### src/rtl/noc_vc_input_buffer.sv
// Per-VC input FIFOs on a NoC link, drained through a wormhole-locked round-robin arbiter.
// Define NOC_VCBUF_ERR_EN to add the sticky packet-framing error output err.
module noc_vc_input_buffer #(
  parameter int VC_NUM     = 4,
  parameter int FLIT_WIDTH = 64,
  parameter int VC_DEPTH   = 4
) (
  input  logic                      clk,
  input  logic                      rst,
  input  logic                      in_valid,
  output logic                      in_ready,
  input  logic [FLIT_WIDTH-1:0]     in_flit,
  output logic [VC_NUM-1:0]         in_vc_ready,
  output logic                      out_valid,
  input  logic                      out_ready,
  output logic [FLIT_WIDTH-1:0]     out_flit,
  output logic [$clog2(VC_NUM)-1:0] out_vc,
  input  logic [VC_NUM-1:0]         out_vc_ready
`ifdef NOC_VCBUF_ERR_EN
  ,
  output logic                      err
`endif
);
  localparam int VC_W = $clog2(VC_NUM);
  localparam int AW   = $clog2(VC_DEPTH);

  logic [VC_W-1:0]       v_in;
  logic                  wr_en;
  logic                  xfer;
  logic [VC_NUM-1:0]     full;
  logic [VC_NUM-1:0]     empty;
  logic [VC_NUM-1:0]     eligible;
  logic [VC_NUM-1:0]     wr_sel;
  logic [VC_NUM-1:0]     rd_sel;
  logic [AW-1:0]         wr_addr [VC_NUM];
  logic [AW-1:0]         rd_addr [VC_NUM];
  logic [FLIT_WIDTH-1:0] mem [VC_NUM*VC_DEPTH];

  logic                  locked_reg;
  logic [VC_W-1:0]       lock_vc_reg;
  logic [VC_W-1:0]       rr_ptr_reg;
  logic                  stall_reg;
  logic [VC_W-1:0]       stall_vc_reg;
  logic [VC_W-1:0]       grant;
  logic [VC_W-1:0]       scan_vc;
  logic [1:0]            out_type;

  assign v_in        = in_flit[FLIT_WIDTH-3 -: VC_W];
  assign in_ready    = !full[v_in];
  assign in_vc_ready = ~full;
  assign wr_en       = in_valid && in_ready;
  assign xfer        = out_valid && out_ready;
  assign wr_sel      = wr_en ? (VC_NUM'(1) << v_in) : '0;
  assign rd_sel      = xfer ? (VC_NUM'(1) << grant) : '0;
  assign eligible    = ~empty & out_vc_ready;

  // Pointers carry one extra wrap bit so full and empty are distinguishable.
  for (genvar gi = 0; gi < VC_NUM; gi++) begin : gen_vc
    logic [AW:0] wr_ptr_reg;
    logic [AW:0] rd_ptr_reg;

    always_ff @(posedge clk or posedge rst) begin
      if (rst) begin
        wr_ptr_reg <= '0;
        rd_ptr_reg <= '0;
      end else begin
        if (wr_sel[gi]) wr_ptr_reg <= wr_ptr_reg + 1'b1;
        if (rd_sel[gi]) rd_ptr_reg <= rd_ptr_reg + 1'b1;
      end
    end

    assign empty[gi]   = (wr_ptr_reg == rd_ptr_reg);
    assign full[gi]    = (wr_ptr_reg[AW-1:0] == rd_ptr_reg[AW-1:0]) &&
                         (wr_ptr_reg[AW] != rd_ptr_reg[AW]);
    assign wr_addr[gi] = wr_ptr_reg[AW-1:0];
    assign rd_addr[gi] = rd_ptr_reg[AW-1:0];
  end

  always_ff @(posedge clk) begin
    if (wr_en) mem[{v_in, wr_addr[v_in]}] <= in_flit;
  end

  assign out_flit = mem[{grant, rd_addr[grant]}];
  assign out_vc   = grant;
  assign out_type = out_flit[FLIT_WIDTH-1 -: 2];

  // A stalled idle grant is held so a late arrival cannot steal an offered flit.
  always_comb begin
    grant     = rr_ptr_reg;
    out_valid = 1'b0;
    scan_vc   = rr_ptr_reg;
    if (locked_reg) begin
      grant     = lock_vc_reg;
      out_valid = eligible[lock_vc_reg];
    end else if (stall_reg && eligible[stall_vc_reg]) begin
      grant     = stall_vc_reg;
      out_valid = 1'b1;
    end else begin
      for (int i = VC_NUM - 1; i >= 0; i--) begin
        scan_vc = rr_ptr_reg + VC_W'(i);
        if (eligible[scan_vc]) begin
          grant     = scan_vc;
          out_valid = 1'b1;
        end
      end
    end
  end

  always_ff @(posedge clk or posedge rst) begin
    if (rst) begin
      locked_reg   <= 1'b0;
      lock_vc_reg  <= '0;
      rr_ptr_reg   <= '0;
      stall_reg    <= 1'b0;
      stall_vc_reg <= '0;
    end else begin
      stall_reg    <= out_valid && !out_ready;
      stall_vc_reg <= grant;
      if (xfer) begin
        case (out_type)
          2'b01: begin
            locked_reg  <= 1'b1;
            lock_vc_reg <= grant;
          end
          2'b10, 2'b11: begin
            locked_reg <= 1'b0;
            rr_ptr_reg <= grant + 1'b1;
          end
          default: ;
        endcase
      end
    end
  end

`ifdef NOC_VCBUF_ERR_EN
  logic [VC_NUM-1:0] open_reg;
  logic              err_reg;
  logic [1:0]        in_type;

  assign in_type = in_flit[FLIT_WIDTH-1 -: 2];

  // Type bit 0 marks a packet start; a start must find the VC closed, anything else open.
  always_ff @(posedge clk or posedge rst) begin
    if (rst) begin
      open_reg <= '0;
      err_reg  <= 1'b0;
    end else if (wr_en) begin
      if (in_type[0] == open_reg[v_in]) err_reg <= 1'b1;
      case (in_type)
        2'b01:        open_reg[v_in] <= 1'b1;
        2'b10, 2'b11: open_reg[v_in] <= 1'b0;
        default: ;
      endcase
    end
  end

  assign err = err_reg;
`endif

endmodule

### config.mk
export PLATFORM = sky130hd
export DESIGN_NAME = noc_vc_input_buffer
export DESIGN_NICKNAME = d
export VERILOG_FILES = /design/src/rtl/noc_vc_input_buffer.sv
export SDC_FILE = /design/constraint.sdc
export NUM_CORES = 1
export LEC_CHECK = 0
export CORE_UTILIZATION = 55
export CTS_BUF_LIST = sky130_fd_sc_hd__clkbuf_8 sky130_fd_sc_hd__clkbuf_16
export CTS_CLUSTER_DIAMETER = 80
export CTS_CLUSTER_SIZE = 40
export DETAILED_ROUTE_END_ITERATION = 16
export DONT_BUFFER_PORTS = 1
export PLACE_DENSITY_LB_ADDON = 0.05
export SLEW_MARGIN = 20
export SYNTH_ARGS = -nofsm -noshare
export SYNTH_HDL_FRONTEND = slang
export SYNTH_SLANG_ARGS = --single-unit
### constraint.sdc
create_clock -name clk -period 6.96 [get_ports clk]
set_clock_uncertainty 0.2 [all_clocks]
set_input_delay 1.392 -clock clk [delete_from_list [all_inputs] [get_ports clk]]
set_output_delay 1.392 -clock clk [all_outputs]
set_load 0.02 [all_outputs]
* Word level (Yosys, flattened, before mapping)
Memory sizes are Yosys's and may differ from the RTL's. Cells that the tools add are included.
Word-level totals: register bits after elaboration 32, bits in writable memories 1024, output and inout bits 72, logic and storage cells 109, memories 1
Operators by class: $add $sub $neg 12, order comparisons 9, eq/ne operators 15, shift-type cells 2, muxes and demuxes 37, bitwise operators 5, reductions and logical operators 15
Memory list:
- mem | words 16, bits a word 64, read ports 1, clocked after memory_dff 0, write ports 1, line 37 | logic [FLIT_WIDTH-1:0] mem [VC_NUM*VC_DEPTH];
Operator list (count):
- adder 3 x 1 -> 3 bit, second input constant | 8
- < comparator 2 x 3 -> 1 bit, second input constant | 7
- two-way mux 2 bit | 10
- two-way mux 1 bit | 15
- binary-select mux 1 bit (select 2 bit) | 7
- equality test 3 bit | 4
- binary-select mux 2 bit (select 2 bit) | 2
- equality test 2 bit | 4
- logical AND 1 bit | 8
- two-way mux 4 bit | 2
- NOT 4 bit | 2
- left shift 1 x 2 -> 4 bit, first input constant | 2
- >= comparator 3 bit, second input constant | 2
- NOT 2 -> 3 bit | 2
- AND reduction 2 bit | 3
- adder 2 x 1 -> 2 bit, second input constant | 2
- adder 2 bit, second input constant | 2
- bitwise AND 4 bit | 1
- equality test 2 bit, second input constant | 2
- != test 1 bit | 4
- equality test 2 x 1 -> 1 bit, second input constant | 1
- zero test 1 bit | 2
- one-hot mux 1 bit (2 select lines) | 1
- nonzero test 2 bit | 1
- OR reduction 2 bit | 1

* Depth between registers and ports, before layout
An unclocked memory read counts as a cell.
depth in word-level cells 20, depth in mapped cells 18

* Worst setup path after synthesis
OpenSTA, ideal clock, no wires.
kind input port to flip-flop, start input in_flit[60], end memory mem[12][0] (enable), library setup time 486 ps, arrival time 5247 ps, required time 6274 ps, setup slack 1027 ps, cell stages on the path 4, path through clkbuf_1 mux4_2 or2_2 nor2_1
Between the ends: word-level cells in the longest chain between the ends 6, elaborated cells on any way between the ends 10, those cells by class 7 x mux; 1 x bitwise; 2 x reduce/logical
Ends and longest elaborated chain:
- from (decl) | line 12 | input logic [FLIT_WIDTH-1:0] in_flit,
- binary-select mux 1 bit (select 2 bit) | line 49 | assign in_ready = !full[v_in];
- two-way mux 1 bit (not written as such) | line 49
- zero test 1 bit | line 49
- logical AND 1 bit | line 51 | assign wr_en = in_valid && in_ready;
- two-way mux 1 bit | line 80 | if (wr_en) mem[{v_in, wr_addr[v_in]}] <= in_flit;
- two-way mux 1 bit (not written as such) | line 80
- to (decl) | line 37
Several ways; a longest one is shown, not always the timed one. The select of a mux whose other input is x is not followed.

* Final worst setup path
start register gen_vc[0].rd_ptr_reg[1], end output out_flit[33]
Between the ends: word-level cells in the longest chain between the ends 16, elaborated cells on any way between the ends 25, those cells by class 1 x eq/ne; 19 x mux; 3 x bitwise; 1 x reduce/logical; 1 x memory
Ends and longest elaborated chain:
- from (decl) | line 60 | logic [AW:0] rd_ptr_reg;
- from (signal assigned) | line 68 | if (rd_sel[gi]) rd_ptr_reg <= rd_ptr_reg + 1'b1;
- equality test 3 bit | line 72 | assign empty[gi] = (wr_ptr_reg == rd_ptr_reg);
- NOT 4 bit | line 55 | assign eligible = ~empty & out_vc_ready;
- bitwise AND 4 bit | line 55
- binary-select mux 1 bit (select 2 bit) | line 101 | if (eligible[scan_vc]) begin
- two-way mux 1 bit (not written as such) | line 101
- two-way mux 2 bit (4 in series) | line 101
- two-way mux 2 bit | line 95 | end else if (stall_reg && eligible[stall_vc_reg]) begin
- two-way mux 2 bit | line 92 | if (locked_reg) begin
- NOT 2 -> 3 bit (not written as such) | line 83 | assign out_flit = mem[{grant, rd_addr[grant]}];
- binary-select mux 2 bit (select 2 bit) | line 83
- two-way mux 2 bit (not written as such) (2 in series) | line 83
- memory read (16 x 64 bit) (*)
- to (decl) | line 16 | output logic [FLIT_WIDTH-1:0] out_flit,
Mark *: on every way between the ends. The rest lies on a longest branch, timed or not. The select of a mux whose other input is x is not followed.

==> metrics.log <==
[metrics] growth of design area from synthesis to finish: 8.77%
[metrics] clock tree from TritonCTS: built
[metrics] count of distinct cell types in the synthesized netlist: between 70 and 80
[metrics] final hold violation count: 0
[metrics] clk_lat worst skew: about 0.64 ns
[metrics] CP endpoint kind: output pin
[metrics] setup tns final: 0 ns
[metrics] Syn Area/Cell: 13.4 sq um
[metrics] number of DRC violations after detailed routing: 0
[metrics] area of the mapped netlist: around 0.042 sq mm
[metrics] layout cell share with drive strength beyond 1: ~9.0%
[metrics] biggest fanout along the worst timing path: between 40 and 50
[metrics] arrival time worst endpoint: around 5.0 ns
[metrics] Inserted Clock Buffers: 44
[metrics] RSZ-0062 raised after global routing: no
[metrics] startpoint-to-endpoint class of the critical path: reg2out
[metrics] Routed WL per cell: 24.9 um
[metrics] number of enable-type register cells in the synthesized netlist: roughly 1,000
[metrics] filler instances: ~5,900
[metrics] number of ports placed on the die boundary: around 140
[metrics] weighted congestion at the end of routability-driven global placement: 0.843
[metrics] startpoint types: flop
[metrics] first-pass GRT wire length: 158 mm
[metrics] total grt overflow: 0
[metrics] area fraction of the dominant cell type after synthesis: between 70% and 80%
[metrics] initial drt markers: between 2,000 and 2,500
[metrics] maximum number of pins on one net before global-route repair: 190
[metrics] H-tree levels: 2
[metrics] max-slew violation count: 0
[metrics] Inserted Diodes: 0
[metrics] CTS sink count: about 1,100
[metrics] number of global-route vias before repair: around 25,000
[metrics] Worst EP required: around 5.4 ns
[metrics] commonest non-fill, non-tap cell in the layout: sky130_fd_sc_hd__edfxtp_1
[metrics] count of nets after finishing: approximately 3,200
[metrics] maximum root-to-sink buffer count: 3
[metrics] Synth area leader: sky130_fd_sc_hd__edfxtp_1
[metrics] vias post-DR: roughly 26,000
[metrics] Async S/R FF share, synth: slightly above 3%
[metrics] Yosys warning total: 0
[metrics] HPWL after detailed placement: ~54 mm
[metrics] most used cells in the layout excluding fill and tap cells: sky130_fd_sc_hd__edfxtp_1, sky130_fd_sc_hd__nand2_1, sky130_fd_sc_hd__nand3_1
[metrics] number of rows in the core area: roughly 100
[metrics] Setup Buffers After CTS: 0
[metrics] tightest slew margin relative to the limit: a little under a fifth
[metrics] max reg flops: a little over 1,000
[metrics] share of the clock period used by the worst path after layout: roughly 95%
[metrics] number of antenna violations at the first check in global routing: 1
[metrics] sequential-to-total area share from yosys stat: between 70% and 80%
[metrics] post-layout minimum cycle time: around 6.6 ns
[metrics] antenna-violating nets left: 0
[metrics] clock input transition at the sequential cells of the worst setup and hold paths: roughly 0.11 ns
[metrics] height of the die: 280 um
[metrics] Peak Freq: 152 MHz
[metrics] DIE AREA: 0.0783 sq mm
[metrics] top cells by area, synth: sky130_fd_sc_hd__edfxtp_1, sky130_fd_sc_hd__nand2_1, sky130_fd_sc_hd__nand3_1
[metrics] Syn Nets: between 3,000 and 4,000
[metrics] Chip Width: around 280 um
[metrics] total global routing track utilization: a little over a quarter
[metrics] Primary FF master, synth: sky130_fd_sc_hd__edfxtp_1
[metrics] Vias/cell: between 6 and 7
[metrics] pin slew with the least headroom to its limit: roughly 1.2 ns
[metrics] count of mapped cells out of synthesis: roughly 3,200
[metrics] total of max-cap violations: 0
[metrics] initial standard-cell utilization of the core: 55.7%
[metrics] clock root cell: sky130_fd_sc_hd__clkbuf_16
[metrics] post-CTS sizing: 0
[metrics] number of iterations in the first detailed-routing pass: 5
[metrics] Final Routed Wirelength: ~110 mm
[metrics] placeable core region: 0.0762 sq mm
[metrics] hold bufs inserted after CTS: 0
[metrics] result of the run: finished clean
[metrics] synthesized flop and latch total: approximately 1,100
[metrics] class of the most critical hold timing path: reg2reg
[metrics] number of buffer cells added on primary ports: 0
[metrics] final setup vio count: 0
## cell usage after synthesis, drive strengths merged (3+ instances only)
| master | n |
|---|---|
| nand3b | 3 |
| buf | 99 |
| a21oi | 9 |
| dfrtp | 32 |
| nand3 | 509 |
| a21boi | 64 |
| ha | 12 |
| o211ai | 11 |
| mux2 | 15 |
| xor2 | 9 |
| a31oi | 65 |
| edfxtp | 1024 |
| o21ai | 7 |
| nand2b | 3 |
| mux4 | 4 |
| mux2i | 12 |
| a211oi | 64 |
| a21o | 3 |
| xnor2 | 19 |
| clkbuf | 121 |
| nor2 | 30 |
| inv | 12 |
| nand4b | 3 |
| a311oi | 124 |
| and3 | 3 |
| nand2 | 883 |
| and2 | 5 |
## worst paths after layout
check | from | to | slack (ns) | cells after the start
worst min register to register | gen_vc[1].rd_ptr_reg[2] | gen_vc[1].rd_ptr_reg[2] | 0.30 | 1
worst min-delay path | gen_vc[1].rd_ptr_reg[2] | gen_vc[1].rd_ptr_reg[2] | 0.30 | 1
min in group asynchronous | rst | gen_vc[2].wr_ptr_reg[0] | 0.52 | 2
worst max register to register | gen_vc[0].rd_ptr_reg[1] | lock_vc_reg[0] | 1.94 | 13
max in group asynchronous | rst | lock_vc_reg[1] | 5.73 | 2
worst max-delay path | gen_vc[0].rd_ptr_reg[1] | out_flit[33] | 0.37 | 14
## cell families (layout without fill, tap and decap cells)
group	after synthesis	in the layout	share of synthesized area [%]
mux	31	31	0.893
flops	1056	1056	74.3
fa+ha+maj	12	12	0.354
buf+inv	232	247	2.48
simple gates	1449	1449	14.5
xor+xnor	28	28	0.595
compound gates	369	369	6.80
## routing by layer
| metal | GRT usage [%] | vias to the layer above | part of all wire (%) |
|---|---|---|---|
| met1 | 38.1 | 13200 | 43 |
| met2 | 45.5 | 807 | 50 |
| met5 | 0 | - | 0 |
| met4 | 6.17 | 0 | 2.0 |
| met3 | 2.78 | 115 | 5.8 |
| li1 | - | 11700 | - |
## layout make-up
cell class                 count  area, sq um  area share (%)
clock buffer                  45         1130            2.44
clock inverter                35          592            1.28
inverter                      12         46.3           0.100
multi-input combinational   1889        10000            21.7
sequential                  1056        31600            68.3
tap                         1030         1290            2.79
timing repair buffer         155         1560            3.39
## critical path, cell delays in order, from the launching register on
cell and delay [ns]:
sky130_fd_sc_hd__dfrtp_1 0.47, sky130_fd_sc_hd__xnor2_1 0.45, sky130_fd_sc_hd__a31o_1 0.29, sky130_fd_sc_hd__and3_4 0.22, sky130_fd_sc_hd__o211ai_2 0.13, sky130_fd_sc_hd__a21oi_4 0.18
sky130_fd_sc_hd__clkinv_2 0.08, sky130_fd_sc_hd__a211oi_2 0.54, sky130_fd_sc_hd__or2_4 0.40, sky130_fd_sc_hd__buf_4 0.50, sky130_fd_sc_hd__a211oi_1 0.09, sky130_fd_sc_hd__a311oi_1 0.28
sky130_fd_sc_hd__a311oi_1 0.09, sky130_fd_sc_hd__a31oi_1 0.40, sky130_fd_sc_hd__buf_4 0.22
## metrics by stage
step / instances / setup slack [ns] / cell area (sq um) / hold WS (ns) / utilization [%]
CTS: 4222 / 0.382 / 46200 / 0.303 / 60.6
global route: 4222 / 0.119 / 46200 / 0.317 / 60.6
finish: 4222 / 0.367 / 46200 / 0.298 / 60.6
detailed placement: 4142 / 0.464 / 44500 / 0.284 / 58.3
global placement: 4142 / 0.492 / 44500 / 0.278 / 58.3
floorplan: 3177 / 1.03 / 42400 / 0.260 / -
Power is left out: the tool's default activity adds up to more than one toggle a clock period on the data nets, which glitch-free logic cannot reach.
